<file path="src/rtl/ncpu32k_bpu_bht_ctrl.sv">
// ncpu32k_bpu_bht_ctrl
//   Controller for the branch history table (BHT) behind the BPU direction
//   predictor. It owns a single-ported table of 2-bit saturating counters.
//   After reset it sweeps the whole table to 2'b01 (weakly not-taken). It then
//   shares the one table port between fetch-side lookups and writeback-side
//   read-modify-write updates.
//
//   Optional feature macro: NCPU_BPU_STAT_EN
//     When defined, the lookup and mispredict statistics counters are built.
//     When undefined, both statistics ports are tied to 0.
//
// Ports
//   clk, rst_n          clock, asynchronous active-low reset
//   bpu_rd              lookup request (handshake with bpu_rd_ready)
//   bpu_rd_ready        lookup accepted when bpu_rd & bpu_rd_ready
//   bpu_insn_pc         lookup word PC; the low BHT_AW bits index the table
//   bpu_jmprel          lookup insn is a relative branch
//   bpu_rd_valid        one-cycle pulse, the cycle after an accepted lookup
//   bpu_jmprel_taken    prediction; held until the next accepted lookup
//   bpu_wb              update request (handshake with bpu_wb_ready)
//   bpu_wb_ready        update accepted when bpu_wb & bpu_wb_ready
//   bpu_wb_jmprel       updated insn is a relative branch
//   bpu_wb_insn_pc      update word PC; the low BHT_AW bits index the table
//   bpu_wb_taken        resolved branch outcome
//   bpu_wb_hit          prediction was correct (feeds statistics only)
//   bpu_init_done       table sweep finished; stays high until reset
//   bpu_stat_lookup     count of accepted branch lookups
//   bpu_stat_miss       count of accepted mispredicted branch updates
//
// Handshake: a transfer happens on a rising clk edge where valid (bpu_rd or
// bpu_wb) and the matching ready are both high. The ready signals depend on
// FSM state only, so a requester may hold valid while it waits for ready.

module ncpu32k_bpu_bht_ctrl #(
    parameter int AW     = 32,
    parameter int BHT_AW = 6
) (
    input  logic          clk,
    input  logic          rst_n,
    input  logic          bpu_rd,
    output logic          bpu_rd_ready,
    input  logic [AW-3:0] bpu_insn_pc,
    input  logic          bpu_jmprel,
    output logic          bpu_rd_valid,
    output logic          bpu_jmprel_taken,
    input  logic          bpu_wb,
    output logic          bpu_wb_ready,
    input  logic          bpu_wb_jmprel,
    input  logic [AW-3:0] bpu_wb_insn_pc,
    input  logic          bpu_wb_taken,
    input  logic          bpu_wb_hit,
    output logic          bpu_init_done,
    output logic [31:0]   bpu_stat_lookup,
    output logic [31:0]   bpu_stat_miss
);

    localparam int DEPTH = 1 << BHT_AW;

    typedef enum logic {
        S_INIT,
        S_RUN
    } top_state_t;

    typedef enum logic [1:0] {
        U_IDLE,
        U_RD,
        U_WR
    } upd_state_t;

    top_state_t        top_state;
    upd_state_t        upd_state;
    logic [BHT_AW-1:0] init_idx;
    logic [BHT_AW-1:0] upd_idx;
    logic              upd_taken;
    logic [1:0]        upd_cnt;
    logic [1:0]        upd_next_cnt;

    logic [1:0]        bht [DEPTH];

    logic              run;
    logic              rd_fire;
    logic              wb_fire;
    logic              wb_qual;
    logic [BHT_AW-1:0] rd_idx;
    logic [BHT_AW-1:0] wb_idx;

    assign run          = (top_state == S_RUN);
    assign bpu_init_done = run;
    // U_RD owns the port for the read half of an update, so nothing is
    // accepted there. In U_WR the port is busy writing, so a lookup must wait,
    // but a new update can be accepted because its read happens next cycle.
    assign bpu_wb_ready = run & (upd_state != U_RD);
    assign bpu_rd_ready = run & (upd_state == U_IDLE);

    assign rd_fire = bpu_rd & bpu_rd_ready;
    assign wb_fire = bpu_wb & bpu_wb_ready;
    // Non-branch updates are consumed without touching the table.
    assign wb_qual = wb_fire & bpu_wb_jmprel;
    assign rd_idx  = bpu_insn_pc[BHT_AW-1:0];
    assign wb_idx  = bpu_wb_insn_pc[BHT_AW-1:0];

    // Saturating counter step applied in U_WR.
    always_comb begin
        upd_next_cnt = upd_cnt;
        if (upd_taken) begin
            if (upd_cnt != 2'b11) upd_next_cnt = upd_cnt + 2'b01;
        end else begin
            if (upd_cnt != 2'b00) upd_next_cnt = upd_cnt - 2'b01;
        end
    end

    // Top sweep FSM and update FSM.
    always_ff @(posedge clk or negedge rst_n) begin
        if (!rst_n) begin
            top_state <= S_INIT;
            init_idx  <= '0;
            upd_state <= U_IDLE;
            upd_idx   <= '0;
            upd_taken <= 1'b0;
            upd_cnt   <= 2'b00;
        end else begin
            case (top_state)
                S_INIT: begin
                    init_idx <= init_idx + 1'b1;
                    if (&init_idx) top_state <= S_RUN;
                end
                default: begin
                    case (upd_state)
                        U_IDLE: begin
                            if (wb_qual) begin
                                upd_idx   <= wb_idx;
                                upd_taken <= bpu_wb_taken;
                                upd_state <= U_RD;
                            end
                        end
                        U_RD: begin
                            upd_cnt   <= bht[upd_idx];
                            upd_state <= U_WR;
                        end
                        default: begin
                            // The write below commits this edge, so a chained
                            // update to the same entry reads the new value.
                            if (wb_qual) begin
                                upd_idx   <= wb_idx;
                                upd_taken <= bpu_wb_taken;
                                upd_state <= U_RD;
                            end else begin
                                upd_state <= U_IDLE;
                            end
                        end
                    endcase
                end
            endcase
        end
    end

    // Table write port: sweep writes during INIT, update writes in U_WR.
    // Reset only restarts the sweep; the storage itself has no reset.
    always_ff @(posedge clk) begin
        if (top_state == S_INIT) begin
            bht[init_idx] <= 2'b01;
        end else if (upd_state == U_WR) begin
            bht[upd_idx] <= upd_next_cnt;
        end
    end

    // Lookup result, registered one cycle after acceptance.
    always_ff @(posedge clk or negedge rst_n) begin
        if (!rst_n) begin
            bpu_rd_valid     <= 1'b0;
            bpu_jmprel_taken <= 1'b0;
        end else begin
            bpu_rd_valid <= rd_fire;
            if (rd_fire) bpu_jmprel_taken <= bpu_jmprel & bht[rd_idx][1];
        end
    end

`ifdef NCPU_BPU_STAT_EN
    always_ff @(posedge clk or negedge rst_n) begin
        if (!rst_n) begin
            bpu_stat_lookup <= 32'd0;
            bpu_stat_miss   <= 32'd0;
        end else begin
            if (rd_fire & bpu_jmprel) bpu_stat_lookup <= bpu_stat_lookup + 32'd1;
            if (wb_qual & ~bpu_wb_hit) bpu_stat_miss <= bpu_stat_miss + 32'd1;
        end
    end
`else
    assign bpu_stat_lookup = 32'd0;
    assign bpu_stat_miss   = 32'd0;
`endif

    // PC bits above the table index select nothing here; aliasing is intended.
    logic unused_bits;
    assign unused_bits = ^{bpu_insn_pc[AW-3:BHT_AW], bpu_wb_insn_pc[AW-3:BHT_AW], bpu_wb_hit};

endmodule

</file>
<file path="config.mk">
export PLATFORM = sky130hd
export DESIGN_NAME = ncpu32k_bpu_bht_ctrl
export DESIGN_NICKNAME = d
export VERILOG_FILES = /design/src/rtl/ncpu32k_bpu_bht_ctrl.sv
export SDC_FILE = /design/constraint.sdc
export NUM_CORES = 1
export LEC_CHECK = 0
export CAP_MARGIN = 20
export CORE_MARGIN = 5
export CORE_UTILIZATION = 52
export DETAILED_ROUTE_END_ITERATION = 8
export PLACE_DENSITY = 0.8
export SYNTH_ARGS = -nofsm -noshare
export SYNTH_HDL_FRONTEND = slang
export SYNTH_SLANG_ARGS = --single-unit
</file>
<file path="constraint.sdc">
create_clock -name clk -period 3.7 [get_ports clk]
set_clock_uncertainty 0.2 [all_clocks]
set_input_delay 0.555 -clock clk [delete_from_list [all_inputs] [get_ports clk]]
set_output_delay 0.555 -clock clk [all_outputs]
set_load 0.05 [all_outputs]
</file>
======== Word-level counts from Yosys, hierarchy flattened ========
Memory sizes are Yosys's and may differ from the RTL's. A register that Yosys moved wholly into a read port is not among the register bits.
Index checks and enable logic that the tools add are counted.
operators by class
  $add $sub $neg .......................... 3
  eq/ne operators ......................... 5
  multiplexer cells ....................... 15
  bitwise gates (word level) .............. 7
  reduce and logical (&&, ||, !) cells .... 8
operator list
  kind                                                   number
  2-to-1 mux 2 bit                                       5
  2-to-1 mux 1 bit                                       8
  adder 6 x 1 -> 6 bit, second input constant            1
  bitwise AND 1 bit                                      6
  2-to-1 mux 6 bit                                       1
  AND reduction 6 bit                                    1
  inequality test 2 bit, second input constant           2
  one-hot mux 2 bit (2 select lines)                     1
  AND reduction 2 bit                                    2
  AND reduction 3 bit                                    1
  adder 2 x 1 -> 2 bit, second input constant            1
  equality test 2 x 1 -> 1 bit, second input constant    1
  equality test 2 bit, second input constant             1
  logical NOT 2 bit                                      1
  inequality test 2 x 1 -> 1 bit, second input constant  1
  nonzero test 2 bit                                     1
  OR reduction 2 bit                                     1
  subtractor 2 x 1 -> 2 bit, second input constant       1
  logical NOT 1 bit                                      1
  NOT 1 bit                                              1
word-level totals
  flip-flop bits (word level) ............. 18
  bits in writable memories ............... 128
  input bits .............................. 68
  output and inout port bits .............. 69
  logic and storage cells ................. 46
  memories ................................ 1
memory list
  memory  depth  bits a word  rd ports  clocked after Yosys merged registers in  write ports  RTL line  text
  bht     64     2            2         1                                        1            78        logic [1:0] bht [DEPTH];

======== Longest topological paths before layout ========
Gate-level depths: netlist of run 1.
  depth in word-level cells ............... 6
  depth in mapped cells ................... 8
  gate-level depth less buffers ........... 5

======== Least setup slack after synthesis of run 1 ========
OpenSTA, ideal clock, no wires.
  kind .................................... reg2reg
  start ................................... reg top_state (netlist: bpu_init_done)
  end ..................................... mem bht[0][1] (data pin)
  setup time .............................. 548 ps
  arrival time ............................ 2824 ps
  data required time ...................... 2952 ps
  path slack .............................. 127 ps
  cell stages (with the launch flop) ...... 4
  path buffers ............................ 1
  period minus slack after synthesis ...... 3573 ps
  path through ............................ dfrtp_1 -> nand3b_1 -> clkbuf_1 -> a21oi_1
on the way
  cells in the longest elaborated chain, start to end .. 4
ends and longest elaborated chain
  element                                 RTL line  text
  from (decl)                             70        top_state_t top_state;
  from (signal assigned)                  115       top_state <= S_INIT;
  from (signal assigned)                  125       if (&init_idx) top_state <= S_RUN;
  2-to-1 mux 1 bit                        160       if (top_state == S_INIT) begin
  2-to-1 mux 1 bit (not written as such)  163       bht[upd_idx] <= upd_next_cnt;
  OR reduction 2 bit (no source line)     n/a
  2-to-1 mux 2 bit (no source line)       n/a
  to (decl)                               78
Every way passes these cells.

======== Worst setup path in the final report of run 1 ========
  start ................................... reg top_state (netlist: bpu_init_done)
  end ..................................... mem bht[34][1] (enable)
on the way
  cells in the longest elaborated chain, start to end .. 4
  elaborated cells on any way between the ends .. 6
  those cells by class .................... mux (5); reduce/logical (1)
ends and longest elaborated chain
  element                                                                       RTL line
  2-to-1 mux 1 bit                                                              160
  2-to-1 mux 1 bit (not written as such)                                        163
  OR reduction 2 bit (no source line)                                           n/a
  2-to-1 mux 6 bit (no source line) / 2-to-1 mux 1 bit (equally long branches)  n/a
Several ways; a longest one is shown, not always the timed one.

==> impl_metrics.ini, run 1 <==
[routing]
wl_met1_um = 5740
routed_wl_um = 15400
vias = 4112
wl_per_cell_um = 22.3
met3WireLength_um = 1690
drc = 0
dr_wl_met2_um = 7480
vias_per_cell = 5.98
highest_layer = met4
drtPass1Iterations = 5
drtIter0Drc = 526
postRouteAntennaNets = 0

[cts]
cts_setup_buffers = 0
cts-root-buf = clkbuf_16
cts_hold_buf = 0
clk_path_buf_depth = 2
path_clk_slew_ns = 0.07
cts_tree = yes
clk_latency_ns = 0.43
ctsHtreeMaxLevel = 4
clock_sinks = 148
cts_buffers = 17
ctsResizeCount = 0

[place]
post-place-ws_ns = 0.442
place_area_sq_um = 7370
numPortBuffers = 23
gp_congestion = 0.874
dp_hpwl_um = 10400

[sta]
tns_ns = 0
worst_slack_ns = 0.748
clock.fmax_ghz = 0.339
finalCritPeriodShare_pct = 79.8
hold_viol = 0
min_period_ns = 2.95
rsz0062_at_grt = false
setup_viol = 0
slew_headroom_pct = 41.9
report.final.slew_viol_count = 0
tightest_slew_ns = 0.868

[critical_path]
critPathArrivalTime_ns = 2.86
crit_path_top_delay_cell = dfrtp_1
reg2regPathDepth = 4
critPathCaptureType = flop
r2r_slack_ns = 0.75
max_stage_delay_ns = 0.61
critPathMaxFanout = 15
required_ns = 3.61
startpoint_type = flop
crit_chain = nand3b_1, mux2i_1, nand3b_1, nor2_1
r2r-end = bht[34][1]
worstSetupPathType = reg2reg
r2r-start = bpu_init_done
crit_top_cell = nand3b_1

[pwr]
peakVddDrop_mv = 0.328
power.density_nw_per_um2 = 457
p_leak_nw = 2.35

[global_routing]
grt_pass1_wl_um = 23700
track_usage_pct = 19.7
grt_max_degree = 65
gr-total-overflow = 0
first_global_vias = 4098
antenna_found_initial = 0

[logic_synthesis]
synth_cells = 466
synthesis.area_sq_um = 7180
synth-seq-cells = 148
ys_warn_count = 0
avgSynthCellArea_sq_um = 15.4
yosysTopAreaCell = edfxtp_1
synthFlopType = edfxtp_1
synthDistinctLibCells = 40
ys_seq_area_share_pct = 60.5
synth_edf_count = 128
ys_async_sr_fraction_pct = 13.5
yosys-top-cells-area = edfxtp_1 54%, mux4_2 16%, dfrtp_1 7.0%
synth_top_area_share_pct = 53.5

[layout]
drive_above_1_share_pct = 20.7
multi_input_area_sq_um = 2480
regArea_sq_um = 4340
diodes = 0
stdcell_area_sq_um = 7960
nFillCells = 986
final_nets = 564
syn_to_final_growth_pct = 10.8

[floorplan]
rows = 43
die_area_sq_um = 16300
die_w_um = 128
die_h_um = 128
ioPinCount = 137
core_area_sq_um = 13700
start_util_pct = 52.4

[hold_path]
whs_path_depth = 1
whs_endpoint = init_idx[4]
hold_path.startpoint = init_idx[4]
hold_path.class = reg2reg

[outcome]
outcome = finished clean

[job]
drv_cap = 0
==> how the worst max path moves through the flow <==
stage                               from               end  slack, ns
final                      bpu_init_done        bht[34][1]       0.75
after global routing       bpu_init_done         bht[1][0]       0.56
after CTS                  bpu_init_done      bpu_wb_ready       0.75
after detailed placement  bpu_insn_pc[0]  bpu_jmprel_taken       0.44
after global placement    bpu_insn_pc[0]  bpu_jmprel_taken       0.48
after floorplan            bpu_init_done         bht[0][1]       0.13
==> power breakdown <==
group          switching, mW  internal [mW]
clock network          0.673          0.984
logic                  0.163         0.0282
registers                  0           1.79
total                  0.836           2.80
==> flip-flops by register name (all words and copies together) (netlist names) <==
register	cells
bht	128
init_idx	6
upd_idx	6
upd_cnt	2
upd_state	2
bpu_init_done	1
bpu_jmprel_taken	1
bpu_rd_valid	1
upd_taken	1
==> critical path: cells and delay by family (launching register included) <==
| kind | cells | cell delay [ns] |
|---|---|---|
| simple gates | 3 | 1.24 |
| mux | 1 | 0.58 |
| flops | 1 | 0.61 |
==> cell usage after synthesis, drive strengths merged (2+ instances only) <==
| cell type | number |
|---|---|
| a22o | 2 |
| a32o | 2 |
| and3 | 2 |
| and4 | 2 |
| buf | 77 |
| clkbuf | 7 |
| dfrtp | 20 |
| edfxtp | 128 |
| inv | 9 |
| mux2 | 13 |
| mux2i | 19 |
| mux4 | 52 |
| nand2 | 15 |
| nand3 | 8 |
| nand3b | 5 |
| nor2 | 70 |
| nor2b | 3 |
| o211ai | 3 |
| o21ai | 3 |
| o221ai | 3 |
| o311ai | 2 |
| xnor2 | 5 |
==> cell type report <==
cell class	count	share of cell area, %
clock buffers	18	5.39
clock inverters	14	1.75
inverters	9	0.425
multi-input cells	288	31.2
flip-flops and latches	148	54.6
well taps	180	2.83
repair buffers	31	3.81
==> metrics by stage <==
step / util (%) / power [mW] / hold WS [ns] / cells
2_1_floorplan: - / 2.04 / 0.0594 / 529
3_3_place_gp: 53.7 / 2.01 / 0.309 / 655
3_5_place_dp: 53.7 / 2.01 / 0.321 / 655
4_1_cts: 57.9 / 3.65 / 0.330 / 687
5_1_grt: 58.0 / 3.73 / 0.341 / 688
6_report: 58.0 / 3.64 / 0.330 / 688
==> layout by cell type, fill, tap and decap left out, types with 2 or more instances in the layout <==
cell type / instances
nor2b_1: 3
nand3_1: 8
o221ai_1: 3
o311ai_0: 2
buf_4: 7
mux2_2: 13
nor2_1: 70
bufinv_16: 2
dfrtp_1: 20
and3_1: 2
o21ai_0: 3
and4_1: 2
mux2i_1: 19
inv_1: 9
nand2_1: 15
clkinvlp_4: 4
mux4_2: 52
nand3b_1: 5
xnor2_1: 5
a22o_1: 2
clkdlybuf4s50_1: 23
conb_1: 64
o211ai_1: 3
clkinv_2: 3
clkbuf_16: 17
a32o_1: 2
clkinv_1: 2
edfxtp_1: 128
clkinv_4: 3
==> per-layer routing <==
layer | up-vias | global-route usage, %
met4 | 0 | 9.15
li1 | 1715 | -
met5 | - | 0
met1 | 2067 | 24.6
met2 | 298 | 32.1
met3 | 32 | 5.48
==> kinds of logic after synthesis <==
group / count (synthesis) / share of synthesized area [%]
DFF: 148 / 60.5
and+or+nand+nor: 111 / 6.76
buffers and inverters: 93 / 8.41
muxes: 84 / 21.0
AOI/OAI and AO/OA: 22 / 2.40
xor gates and xnor gates: 5 / 0.610
adders and majority gates: 2 / 0.313
other: 1 / 0.0522
No activity file was read; power rests on OpenSTA's default activity.
==> run 2, diff against run 1 <==
--- a/config.mk
+++ b/config.mk
@@ -7,9 +7,9 @@
 export LEC_CHECK = 0
 export CAP_MARGIN = 20
 export CORE_MARGIN = 5
-export CORE_UTILIZATION = 52
+export CORE_UTILIZATION = 47
 export DETAILED_ROUTE_END_ITERATION = 8
-export PLACE_DENSITY = 0.8
+export PLACE_DENSITY = 0.76
 export SYNTH_ARGS = -nofsm -noshare
 export SYNTH_HDL_FRONTEND = slang
 export SYNTH_SLANG_ARGS = --single-unit
==> constraint.sdc (replaced) <==
create_clock -name clk -period 2.65 [get_ports clk]
set_clock_uncertainty 0.2 [all_clocks]
set_input_delay 0.3975 -clock clk [delete_from_list [all_inputs] [get_ports clk]]
set_output_delay 0.3975 -clock clk [all_outputs]
set_load 0.05 [all_outputs]
==> run 2 against run 1 <==
Fmax increased by 17%. Flip-flop and latch count unchanged. Worst hold slack got worse by 0.20 ns. Critical path type unchanged. Clock power increased by 27%. Worst setup slack got worse by 0.62 ns. Final cell count increased by 3.5%. Cell area increased by 1.8%. Largest power group unchanged. Total power increased by 34%. Via count decreased by 0.68%. Utilization decreased by 4.3 points.
==> impl_metrics.ini, run 2 (synthesized netlist as in run 1, its figures left out) <==
[floorplan]
rows = 45
ioPinCount = 137
die_w_um = 134
die_h_um = 134
core_area_sq_um = 15100
start_util_pct = 47.6
die_area_sq_um = 17900

[cts]
clk_latency_ns = 0.43
ctsHtreeMaxLevel = 4
cts_buffers = 17
cts_setup_buffers = 0
clock_sinks = 148
cts_tree = yes
ctsResizeCount = 0
cts_hold_buf = 0
cts-root-buf = clkbuf_16
path_clk_slew_ns = 0.06
clk_path_buf_depth = 2

[routing]
routed_wl_um = 16000
met3WireLength_um = 1590
vias_per_cell = 5.74
vias = 4084
postRouteAntennaNets = 0
drtIter0Drc = 586
drc = 0
dr_wl_met2_um = 7850
highest_layer = met4
wl_per_cell_um = 22.4
wl_met1_um = 6150
drtPass1Iterations = 7

[place]
gp_congestion = 0.878
numPortBuffers = 23
place_area_sq_um = 7580
dp_hpwl_um = 11100

[global_routing]
grt_pass1_wl_um = 24700
first_global_vias = 4149
track_usage_pct = 18.8
grt_max_degree = 65
gr-total-overflow = 0
antenna_found_initial = 0

[critical_path]
startpoint_type = flop
max_stage_delay_ns = 0.40
required_ns = 2.55
worst-path-stages = 5
crit_path_start = upd_state[0]
crit_path_end = bht[48][1]
critPathCaptureType = flop
r2r_slack_ns = 0.13
worstSetupPathType = reg2reg
r2r-start = upd_state[0]
crit_buf_inv = 1
r2r-end = bht[48][1]
crit_family = simple AND/OR/NAND/NOR gates
reg2regPathDepth = 5
critPathMaxFanout = 8
critPathArrivalTime_ns = 2.43
crit_path_top_delay_cell = dfrtp_1
crit_chain = nand3b_1, buf_4, mux2i_1, nand2_1, nor2_1

[layout]
regMostFlops = bht
stdcell_area_sq_um = 8100
drive_above_1_share_pct = 23.3
diodes = 0
final_common_cell = edfxtp_1
syn_to_final_growth_pct = 12.7
finish.utilization_pct = 53.7
nFillCells = 1173
final_cell_mix = 128 x edfxtp_1, 70 x nor2_1, 64 x conb_1
final_nets = 580
multi_input_area_sq_um = 2480
regArea_sq_um = 4340
largest_reg_flops = 128
reg.largest.list = bht x128, init_idx x6, upd_idx x6

[sta]
rsz0062_at_grt = false
slew_headroom_pct = 47.0
hold_viol = 0
tightest_slew_ns = 0.795
setup_viol = 0
clock.fmax_ghz = 0.397
finalCritPeriodShare_pct = 95.2
min_period_ns = 2.52
report.final.slew_viol_count = 0

[outcome]
outcome = finished clean

[job]
drv_cap = 0

[pwr]
p_leak_nw = 2.45
peakVddDrop_mv = 0.416
power.density_nw_per_um2 = 603

[hold_path]
hold_path.class = in2async
[run 2: per-stage QoR]
stage	power (mW)	hold slack, ns	setup WS [ns]	cells	TNS, ns
global placement	2.82	0.321	-0.208	680	-0.208
detailed placement	2.83	0.332	-0.210	680	-0.210
global route	5.03	0.140	0.000436	712	0
floorplan	2.84	-0.0981	0.000597	529	0
CTS	4.91	0.121	0.0288	712	0
finish	4.89	0.126	0.128	712	0
[run 2: layer usage]
layer | vias up | GRT usage [%]
li1 | 1751 | -
met1 | 2060 | 24.5
met2 | 242 | 29.8
met3 | 31 | 5.93
met4 | 0 | 7.14
met5 | - | 0
[run 2: worst min-delay path by stage]
stage                          endpoint         from  slack (ns)  depth (start not counted)
after global placement      init_idx[5]  init_idx[5]        0.32                          1
after floorplan           bpu_init_done        rst_n        -0.1                          0
final                       init_idx[5]        rst_n        0.13                          2
after global routing        init_idx[5]        rst_n        0.14                          2
after detailed placement    init_idx[4]  init_idx[4]        0.33                          1
after CTS                   init_idx[5]        rst_n        0.12                          2
[run 2: final cells by class]
type / count / area share [%]
sequential: 148 / 53.6
multi-input combinational: 288 / 30.7
timing repair buffer: 47 / 5.99
clock buffer: 18 / 5.30
tap: 188 / 2.90
clock inverter: 14 / 1.10
inverter: 9 / 0.417
[run 2: worst reg2reg max path, cell delays in order (launching register included)]
cell and delay [ns]:
dfrtp_1 0.40, nand3b_1 0.33, buf_4 0.27, mux2i_1 0.28, nand2_1 0.39, nor2_1 0.34
[run 2: report_power, final]
group | leakage [nW] | switching (mW) | internal [mW]
registers | 1.15 | 0 | 2.50
clock network | 0.247 | 0.925 | 1.18
logic | 1.05 | 0.232 | 0.0510
total | 2.45 | 1.16 | 3.73
